File: src/rtl/int_div_seq.sv
// int_div_seq: multi-cycle restoring divider, signed or unsigned, one quotient
// bit per cycle, with valid/ready handshakes on both sides.
module int_div_seq #(
  parameter int unsigned WIDTH = 32
) (
  input  logic             clk,
  input  logic             reset,
  input  logic             in_valid,
  output logic             in_ready,
  input  logic [WIDTH-1:0] dividend,
  input  logic [WIDTH-1:0] divisor,
  input  logic             is_signed,
  output logic             out_valid,
  input  logic             out_ready,
  output logic [WIDTH-1:0] quotient,
  output logic [WIDTH-1:0] remainder,
  output logic             div_by_zero
);

  localparam int unsigned CW = $clog2(WIDTH + 1);

  typedef enum logic [2:0] {
    S_IDLE,
    S_PREP,
    S_ITER,
    S_FIX,
    S_DONE
  } state_t;

  state_t state, state_next;

  logic [WIDTH-1:0] dvd;     // dividend, then magnitude, then quotient bits
  logic [WIDTH-1:0] dsr;     // divisor, then its magnitude
  logic [WIDTH-1:0] rem;     // partial remainder
  logic             sgn;
  logic             neg_q;
  logic             neg_r;
  logic [CW-1:0]    count;

  logic [WIDTH-1:0] dvd_mag;
  logic [WIDTH-1:0] dsr_mag;
  logic [WIDTH:0]   shifted;
  logic [WIDTH:0]   trial;

  // Operand magnitudes; -2^(WIDTH-1) maps to 2^(WIDTH-1) as an unsigned value
  assign dvd_mag = (sgn && dvd[WIDTH-1]) ? (~dvd + WIDTH'(1)) : dvd;
  assign dsr_mag = (sgn && dsr[WIDTH-1]) ? (~dsr + WIDTH'(1)) : dsr;

  // One shift-subtract step; trial[WIDTH] set means the subtract went negative
  assign shifted = {rem, dvd[WIDTH-1]};
  assign trial   = shifted - {1'b0, dsr};

  // State register
  always_ff @(posedge clk) begin
    if (reset) state <= S_IDLE;
    else       state <= state_next;
  end

  // Next-state decode
  always_comb begin
    state_next = state;
    unique case (state)
      S_IDLE: if (in_valid && in_ready)     state_next = S_PREP;
      S_PREP: state_next = (dsr == '0) ? S_DONE : S_ITER;
      S_ITER: if (count == CW'(1))          state_next = S_FIX;
      S_FIX:  state_next = S_DONE;
      S_DONE: if (out_valid && out_ready)   state_next = S_IDLE;
      default: state_next = S_IDLE;
    endcase
  end

  // Datapath and registered handshake/result outputs
  always_ff @(posedge clk) begin
    if (reset) begin
      in_ready    <= 1'b1;
      out_valid   <= 1'b0;
      quotient    <= '0;
      remainder   <= '0;
      div_by_zero <= 1'b0;
      dvd         <= '0;
      dsr         <= '0;
      rem         <= '0;
      sgn         <= 1'b0;
      neg_q       <= 1'b0;
      neg_r       <= 1'b0;
      count       <= '0;
    end else begin
      in_ready  <= (state_next == S_IDLE);
      out_valid <= (state_next == S_DONE);
      unique case (state)
        S_IDLE: begin
          if (in_valid && in_ready) begin
            dvd <= dividend;
            dsr <= divisor;
            sgn <= is_signed;
          end
        end
        S_PREP: begin
          neg_q <= sgn & (dvd[WIDTH-1] ^ dsr[WIDTH-1]);
          neg_r <= sgn & dvd[WIDTH-1];
          dvd   <= dvd_mag;
          dsr   <= dsr_mag;
          rem   <= '0;
          count <= CW'(WIDTH);
          if (dsr == '0) begin
            quotient    <= '1;
            remainder   <= dvd;
            div_by_zero <= 1'b1;
          end
        end
        S_ITER: begin
          rem   <= trial[WIDTH] ? shifted[WIDTH-1:0] : trial[WIDTH-1:0];
          dvd   <= {dvd[WIDTH-2:0], ~trial[WIDTH]};
          count <= count - CW'(1);
        end
        S_FIX: begin
          quotient    <= neg_q ? (~dvd + WIDTH'(1)) : dvd;
          remainder   <= neg_r ? (~rem + WIDTH'(1)) : rem;
          div_by_zero <= 1'b0;
        end
        default: ;
      endcase
    end
  end

endmodule

File: config.mk
export PLATFORM = sky130hd
export DESIGN_NAME = int_div_seq
export DESIGN_NICKNAME = d
export VERILOG_FILES = /design/src/rtl/int_div_seq.sv
export SDC_FILE = /design/constraint.sdc
export NUM_CORES = 1
export LEC_CHECK = 0
export BUFFER_PORTS_ARGS = -buffer_cell sky130_fd_sc_hd__buf_2
export CORE_UTILIZATION = 59
export DETAILED_ROUTE_END_ITERATION = 10
export GPL_ROUTABILITY_DRIVEN = 1
export PLACE_DENSITY = 0.81
export SLEW_MARGIN = 5
export SYNTH_ARGS = -nofsm -noshare
export SYNTH_HDL_FRONTEND = slang
export SYNTH_SLANG_ARGS = --single-unit
File: constraint.sdc
create_clock -name clk -period 4.4 [get_ports clk]
set_input_delay 0.66 -clock clk [delete_from_list [all_inputs] [get_ports clk]]
set_output_delay 0.66 -clock clk [all_outputs]
set_load 0.005 [all_outputs]
# Word-level counts from Yosys, hierarchy flattened

Index checks and enable logic that the tools add are counted.
W data, S select, Z words.

$add $sub $neg: 5
Multiplexer cells: 22
Reduce and logical (&&, ||, !) cells: 15
Bitwise operators: 7
Equal/unequal tests: 10

Operator list:

| cell                    | count |
|---|---|
| $mux W32                | 9 |
| $pmux W32 S2            | 4 |
| $add A32 B1 Y32 const B | 3 |
| $not A32 Y32            | 3 |
| $pmux W32 S3            | 1 |
| $sub A33 B32 Y33        | 1 |
| $logic_not A32 Y1       | 1 |
| $pmux W3 S5             | 1 |
| $mux W3                 | 4 |
| $pmux W6 S2             | 1 |
| $ne A2 B2 Y1 const B    | 4 |
| $eq A3 B2 Y1 const B    | 2 |
| $eq A3 B3 Y1 const B    | 2 |
| $eq A6 B1 Y1 const B    | 1 |
| $logic_not A3 Y1        | 2 |
| $reduce_and A3 Y1       | 2 |
| $reduce_bool A2 Y1      | 3 |
| $sub A6 B1 Y6 const B   | 1 |
| $logic_and A1 B1 Y1     | 4 |
| $reduce_and A2 Y1       | 2 |
| $eq A3 B1 Y1 const B    | 1 |
| $reduce_bool A3 Y1      | 1 |
| $and A1 B1 Y1           | 2 |
| $pmux W1 S2             | 1 |
| other kinds (3)         | 3 |

Bits of input ports: 69
Bits in registers: 175
Output and inout bits: 67
Word-level logic and storage cells: 72

# Logic depth before layout (Yosys ltp)

Gate-level depths: netlist of run 1.

Depth after elaboration: 4
Depth in mapped cells: 15
Gate-level depth less buffers: 13

# Worst setup path before layout of run 1

OpenSTA, ideal clock, no wires.

Path kind: reg2reg
From: reg dvd[0]
To: reg dvd[30]
Data required time: 4.272 ns
Arrival time: 3.595 ns
Setup time: 0.128 ns
Period minus slack after synthesis: 3.722 ns
Path buffers: 0
Path slack: 0.678 ns
Cell stages (with the launch flop): 13
Path through: dfxtp_1 -> inv_1 -> ha_1 -> or3b_4 -> or4_4 -> or4_4 -> or3_4 -> or3_4 -> or3_4 -> nor3b_1 -> a221o_1 -> a22oi_1 -> nor2_1

Longest elaborated chain between the ends: 4

RTL lines:

| what                   | line | RTL |
|---|---|---|
| from (decl)            | 32   | `logic [WIDTH-1:0] dvd;` |
| from (signal assigned) | 93   | `dvd <= dividend;` |
| from (signal assigned) | 101  | `dvd <= dvd_mag;` |
| from (signal assigned) | 113  | `dvd <= {dvd[WIDTH-2:0], ~trial[WIDTH]};` |
| $not A32 Y32           | 46   | `assign dvd_mag = (sgn && dvd[WIDTH-1]) ? (~dvd + WIDTH'(1)) : dvd;` |
| $add A32 B1 Y32        | 46   |  |
| $mux W32               | 46   |  |
| $pmux W32 S3           | 90   | `unique case (state)` |

No other way between the ends. The select of a mux whose other input is x is not followed.
A chain may end at the register's enable or synchronous reset.

# Worst setup path in the final report of run 1

Same ends and word-level chain as after synthesis.

==> results of run 1 <==
area by class of cell:
type,count,area [um2]
timing repair buffer,149,795.8
fill,1669,6210
inverter,51,191.4
tap,234,292.8
clock buffer,19,442.9
sequential,175,3503
multi-input combinational,1112,7204
clock inverter,13,127.6
critical path, stage by stage, from the launching register on:
cell     delay [ns]
dfxtp_1        0.36
inv_1          0.12
ha_1           0.21
or3b_4         0.41
or4_4          0.44
or4_4          0.58
or3_4          0.37
or3_4          0.39
or3_4          0.34
nor3b_1        0.14
a221o_1        0.28
a22oi_1        0.14
nor2_1         0.05
power breakdown:
group | total [uW] | internal (uW) | switching (uW)
combinational | 3410 | 1460 | 1940
clock | 1500 | 806 | 693
sequential | 2090 | 1770 | 317
total | 6990 | 4040 | 2950
Yosys cell counts (24+ instances only):
library cell / number
nand2_1: 145
o31ai_1: 30
a21oi_1: 54
a221o_1: 24
xor2_1: 36
clkbuf_1: 111
xnor2_1: 51
mux2i_1: 54
or3_1: 36
nor2_1: 150
a22oi_1: 46
dfxtp_1: 175
o21ai_0: 109
inv_1: 51
a211oi_1: 69
ha_1: 37
nor3_1: 61
flip-flops by register name, indices dropped and copies added (netlist names):
name / flops
state: 3
remainder: 32
dvd: 32
in_ready: 1
quotient: 32
div_by_zero: 1
count: 6
sgn: 1
rem: 32
neg_r: 1
neg_q: 1
out_valid: 1
dsr: 32
layer usage:
metal,up-vias,part of all wire [%]
met4,0,2.6
met1,5194,44
met5,-,0
met2,384,48
li1,5428,-
met3,53,6.0
logic make-up after synthesis:
logic type	share of synthesized area (%)
compound gates	26.24
xor+xnor	6.739
fa+ha+maj	4.271
buf+inv	5.909
flops	30.98
mux	4.780
simple gates	21.08
final timing paths:
kind | slack (ns) | end | depth (start not counted)
worst min-delay path | 0.48 | count[4]$_SDFFE_PP0N_ | 2
worst max-delay path | 0.41 | dvd[30]$_SDFFE_PP0P_ | 12
worst min register to register | 0.48 | count[4]$_SDFFE_PP0N_ | 2
worst max register to register | 0.41 | dvd[30]$_SDFFE_PP0P_ | 12
through the flow:
stage,instance area [um2],std cells,setup WS [ns],total power (uW)
finish,12560,1753,0.4076,6991
global route,12560,1753,0.1722,7470
CTS,12560,1753,0.4270,6966
detailed placement,11990,1721,0.4342,5472
global placement,11990,1721,0.4953,5395
floorplan,11310,1460,0.6778,4717
==> results.ini, run 1 <==
[pwr]
vdd_drop_max_mv = 0.4526
p_leak_uw = 0.005002
power.density_nw_per_um2 = 556.7

[routing]
drt-initial-drc-count = 989
drt-pass1-iter-count = 5
dr_total_vias = 11060
drc_errors = 0
ant_nets = 0
route.final.wire_length_um = 30890
routedWlPerCell_um = 17.62
vias_per_cell = 6.309

[synthesis]
synth_area_per_cell_um2 = 7.745
async_flop_share_pct = 0
synth_top_cell_by_area = dfxtp_1
yosys_warnings = 0
syn_inst = 1460
synth_cell_types = 63
syn_area_um2 = 11310
synth_seq_area_share_pct = 30.98
synthFlopType = dfxtp_1
synth.top_cell.area_share_pct = 30.98
synth-edff-count = 0
synth_fp_nets = 1567
netlist_top_cells_area = dfxtp_1 (31%), nor2_1 (5.0%), o21ai_0 (4.8%)
ys_seq_elements = 175

[clock_network]
clk_path_buf_depth = 2
cts_buffers = 17
cts_resized = 0
root_buffer = clkbuf_16
post_cts_buffers = 0
cts_sinks = 175
cts_tree = built
cts.htree.levels = 4
cts_hold_buf = 0
clk_latency_ns = 0.44
clkTransAtPathRegs_ns = 0.07

[floorplan]
die_w_um = 140.4
initial_utilization_pct = 60.25
rows = 50
dieArea_um2 = 19720
core_um2 = 18770
ios = 136
dieHeight_um = 140.4

[sta]
setup_tns_ns = 0
setup_viol = 0
clock_skew_ns = 0.01122
rsz0062_at_grt = no
hold_violations = 0
fin_crit_sh_pct = 90.74
relSlewSlack_pct = 29.00
whs_ns = 0.4824
finalMaxSlewViolations = 0
tightest_slew_ns = 1.065
period_needed_ns = 3.992
fmax_ghz = 0.2505

[layout]
final_nets = 1613
finish.utilization_pct = 66.91
area_delta_synth_final_pct = 11.07
layout-drive-gt1-share_pct = 13.50
mostFrequentLayoutCell = dfxtp_1
num_antenna_cells = 0
layout_common_cells = dfxtp_1 (175), nor2_1 (149), nand2_1 (144)

[placed_design]
dpl.hpwl_um = 21610
gp_congestion = 0.9479
io_buffers = 135

[setup_path]
crit_start = dvd[0]$_SDFFE_PP0P_
worst_setup_path_end_kind = flip-flop
cp-start-kind = flip-flop
path_max_fanout = 7
timing.critical_path.required_ns = 4.69
cp.arrival_ns = 4.29
r2r_start = dvd[0]$_SDFFE_PP0P_
path_class = reg2reg

[grt]
met2_usage_pct = 53.32
grt_pass1_vias = 10100
gr-usage-met3_pct = 3.624
grt_pass1_wl_um = 50750
busiest_layer = met2
grt_max_degree = 104
grt_usage_pct = 31.71
grt_antenna_before_repair = 0
grt.overflow.total = 0
grtUsageMet1_pct = 41.34

[flow_run]
drv_cap = 0

[min_path]
hold_start = count[4]$_SDFFE_PP0N_
min_path_type = reg2reg

[run_status]
status = finished, final reports clean

(Power assumes the default switching activity.)
==> inputs of run 2 (changes only) <==
CELL_PAD_IN_SITES_DETAIL_PLACEMENT = 1   (was not set)
CELL_PAD_IN_SITES_GLOBAL_PLACEMENT = 1   (was not set)
CORE_UTILIZATION = 44   (was 59)
PLACE_DENSITY = not set   (was 0.81)
PLACE_DENSITY_LB_ADDON = 0.1   (was not set)
==> results.ini, run 2 (synthesized netlist as in run 1, its figures left out) <==
[floorplan]
dieHeight_um = 162.3  ; was 140.4 um
die_w_um = 162.3  ; was 140.4 um
core_um2 = 25180  ; was 18,770 um2
rows = 58  ; was 50
ios = 136  ; unchanged
dieArea_um2 = 26340  ; was 19,720 um2
initial_utilization_pct = 44.90  ; was 60.25%

[routing]
dr_total_vias = 11180  ; was 11,060
drt-initial-drc-count = 657  ; was 989
routedWlPerCell_um = 20.12  ; was 17.62 um
drc_errors = 0  ; unchanged
drt-pass1-iter-count = 5  ; unchanged
ant_nets = 0  ; unchanged
route.final.wire_length_um = 37380  ; was 30,890 um
vias_per_cell = 6.018  ; was 6.309

[pwr]
p_leak_uw = 0.005073  ; was 0.005002 uW
vdd_drop_max_mv = 0.4111  ; was 0.4526 mV
power.density_nw_per_um2 = 572.0  ; was 556.7 nW/um2

[layout]
layout_common_cells = dfxtp_1 (175), nor2_1 (149), nand2_1 (144)  ; unchanged
area_delta_synth_final_pct = 13.02  ; was 11.07%
finish.utilization_pct = 50.75  ; was 66.91%
final_nets = 1622  ; was 1,613
mostFrequentLayoutCell = dfxtp_1  ; unchanged
n_fill_cell = 3181  ; was 1,669
num_antenna_cells = 0  ; unchanged
layout-drive-gt1-share_pct = 14.07  ; was 13.50%
layout.cells.non_filler = 1858  ; was 1,753

[grt]
grt_usage_pct = 28.41  ; was 31.71%
grt.overflow.total = 0  ; unchanged
grt_pass1_wl_um = 59620  ; was 50,750 um
grt_antenna_before_repair = 0  ; unchanged
grt_pass1_vias = 10980  ; was 10,100
grt_max_degree = 72  ; was 104

[sta]
rsz0062_at_grt = no  ; unchanged
setup_viol = 0  ; unchanged
relSlewSlack_pct = 25.83  ; was 29.00%
setup_tns_ns = 0  ; unchanged
period_needed_ns = 3.974  ; was 3.992 ns
tightest_slew_ns = 1.113  ; was 1.065 ns
fin_crit_sh_pct = 90.32  ; was 90.74%
fin_ws_ns = 0.4260  ; was 0.4076 ns
fmax_ghz = 0.2516  ; was 0.2505 GHz
hold_violations = 0  ; unchanged
finalMaxSlewViolations = 0  ; unchanged
clock_skew_ns = 0.01672  ; was 0.01122 ns

[setup_path]
cp-start-kind = flip-flop  ; unchanged
worst_setup_path_end_kind = flip-flop  ; unchanged
path_cells = inv_1 -> ha_1 -> or3b_4 -> or4_4 -> or4_4 -> or3_4 -> or3_4 -> or3_4 -> nor3b_1 -> a221o_1 -> a22oi_1 -> nor2_1  ; unchanged
crit_slowest_cell = or4_4  ; unchanged
path_max_fanout = 7  ; unchanged
path_class = reg2reg  ; unchanged
slowest_delay_ns = 0.57  ; was 0.58 ns
cp.arrival_ns = 4.30  ; was 4.29 ns
timing.critical_path.required_ns = 4.72  ; was 4.69 ns
critPathMostFrequentCell = or3_4  ; unchanged

[clock_network]
post_cts_buffers = 0  ; unchanged
cts_resized = 0  ; unchanged
cts_hold_buf = 0  ; unchanged
clkTransAtPathRegs_ns = 0.08  ; was 0.07 ns
clk_latency_ns = 0.44  ; about the same
cts.htree.levels = 4  ; unchanged
cts_buffers = 17  ; unchanged
cts_sinks = 175  ; unchanged
root_buffer = clkbuf_16  ; unchanged
clk_path_buf_depth = 2  ; unchanged
cts_tree = built  ; unchanged

[flow_run]
drv_cap = 0  ; unchanged

[min_path]
min_path_type = in2reg  ; was reg2reg

[placed_design]
dpl.hpwl_um = 26640  ; was 21,610 um
gp_congestion = 0.9087  ; was 0.9479
io_buffers = 135  ; unchanged
dp_worst_setup_slack_ns = 0.4434  ; was 0.4342 ns
placedCellCount = 1826  ; was 1,721

[run_status]
status = finished, final reports clean  ; unchanged

-- run 2: cell type report --
type | count | area [um2] | area share (%)
multi-input combinational | 1112 | 7199 | 56.33
sequential | 175 | 3503 | 27.41
timing repair buffer | 158 | 888.4 | 6.951
clock buffer | 18 | 439.2 | 3.436
tap | 330 | 412.9 | 3.231
inverter | 51 | 191.4 | 1.498
clock inverter | 14 | 145.1 | 1.136
-- run 2: per-stage QoR --
| step | instance area (um2) | total power, uW | hold WS [ns] |
|---|---|---|---|
| after floorplan | 11310 | 4717 | 0.4456 |
| after global placement | 12200 | 5622 | 0.4597 |
| after detailed placement | 12200 | 5757 | 0.4700 |
| after CTS | 12780 | 7320 | 0.4872 |
| after global routing | 12780 | 7795 | 0.5025 |
| final | 12780 | 7310 | 0.4956 |
-- run 2: layer usage --
metal	track usage (%)	part of all wire (%)
met1	37.03	46
met2	49.46	49
met3	3.243	3.3
met4	7.290	1.5
met5	0	0
-- run 2: power breakdown --
group	switching (uW)	internal (uW)	total [uW]
registers	322	1770	2090
logic	2140	1550	3690
clock network	760	774	1530
total	3220	4090	7310
-- run 2: worst paths after layout --
| check | start | to | slack (ns) | cells past startpoint |
|---|---|---|---|---|
| min reg2reg | count[4]$_SDFFE_PP0N_ | count[4]$_SDFFE_PP0N_ | 0.50 | 2 |
| max | dvd[0]$_SDFFE_PP0P_ | dvd[30]$_SDFFE_PP0P_ | 0.43 | 12 |
| max reg2reg | dvd[0]$_SDFFE_PP0P_ | dvd[30]$_SDFFE_PP0P_ | 0.43 | 12 |
| min | is_signed | sgn$_SDFFE_PP0P_ | 0.50 | 3 |
-- run 2: critical path: cells and delay by family, from the launching register on --
kind / cells / cell delay (ns)
and+or+nand+nor: 8 / 2.72
AOI/OAI and AO/OA: 2 / 0.41
DFF: 1 / 0.37
adders and majority gates: 1 / 0.22
buffers and inverters: 1 / 0.13
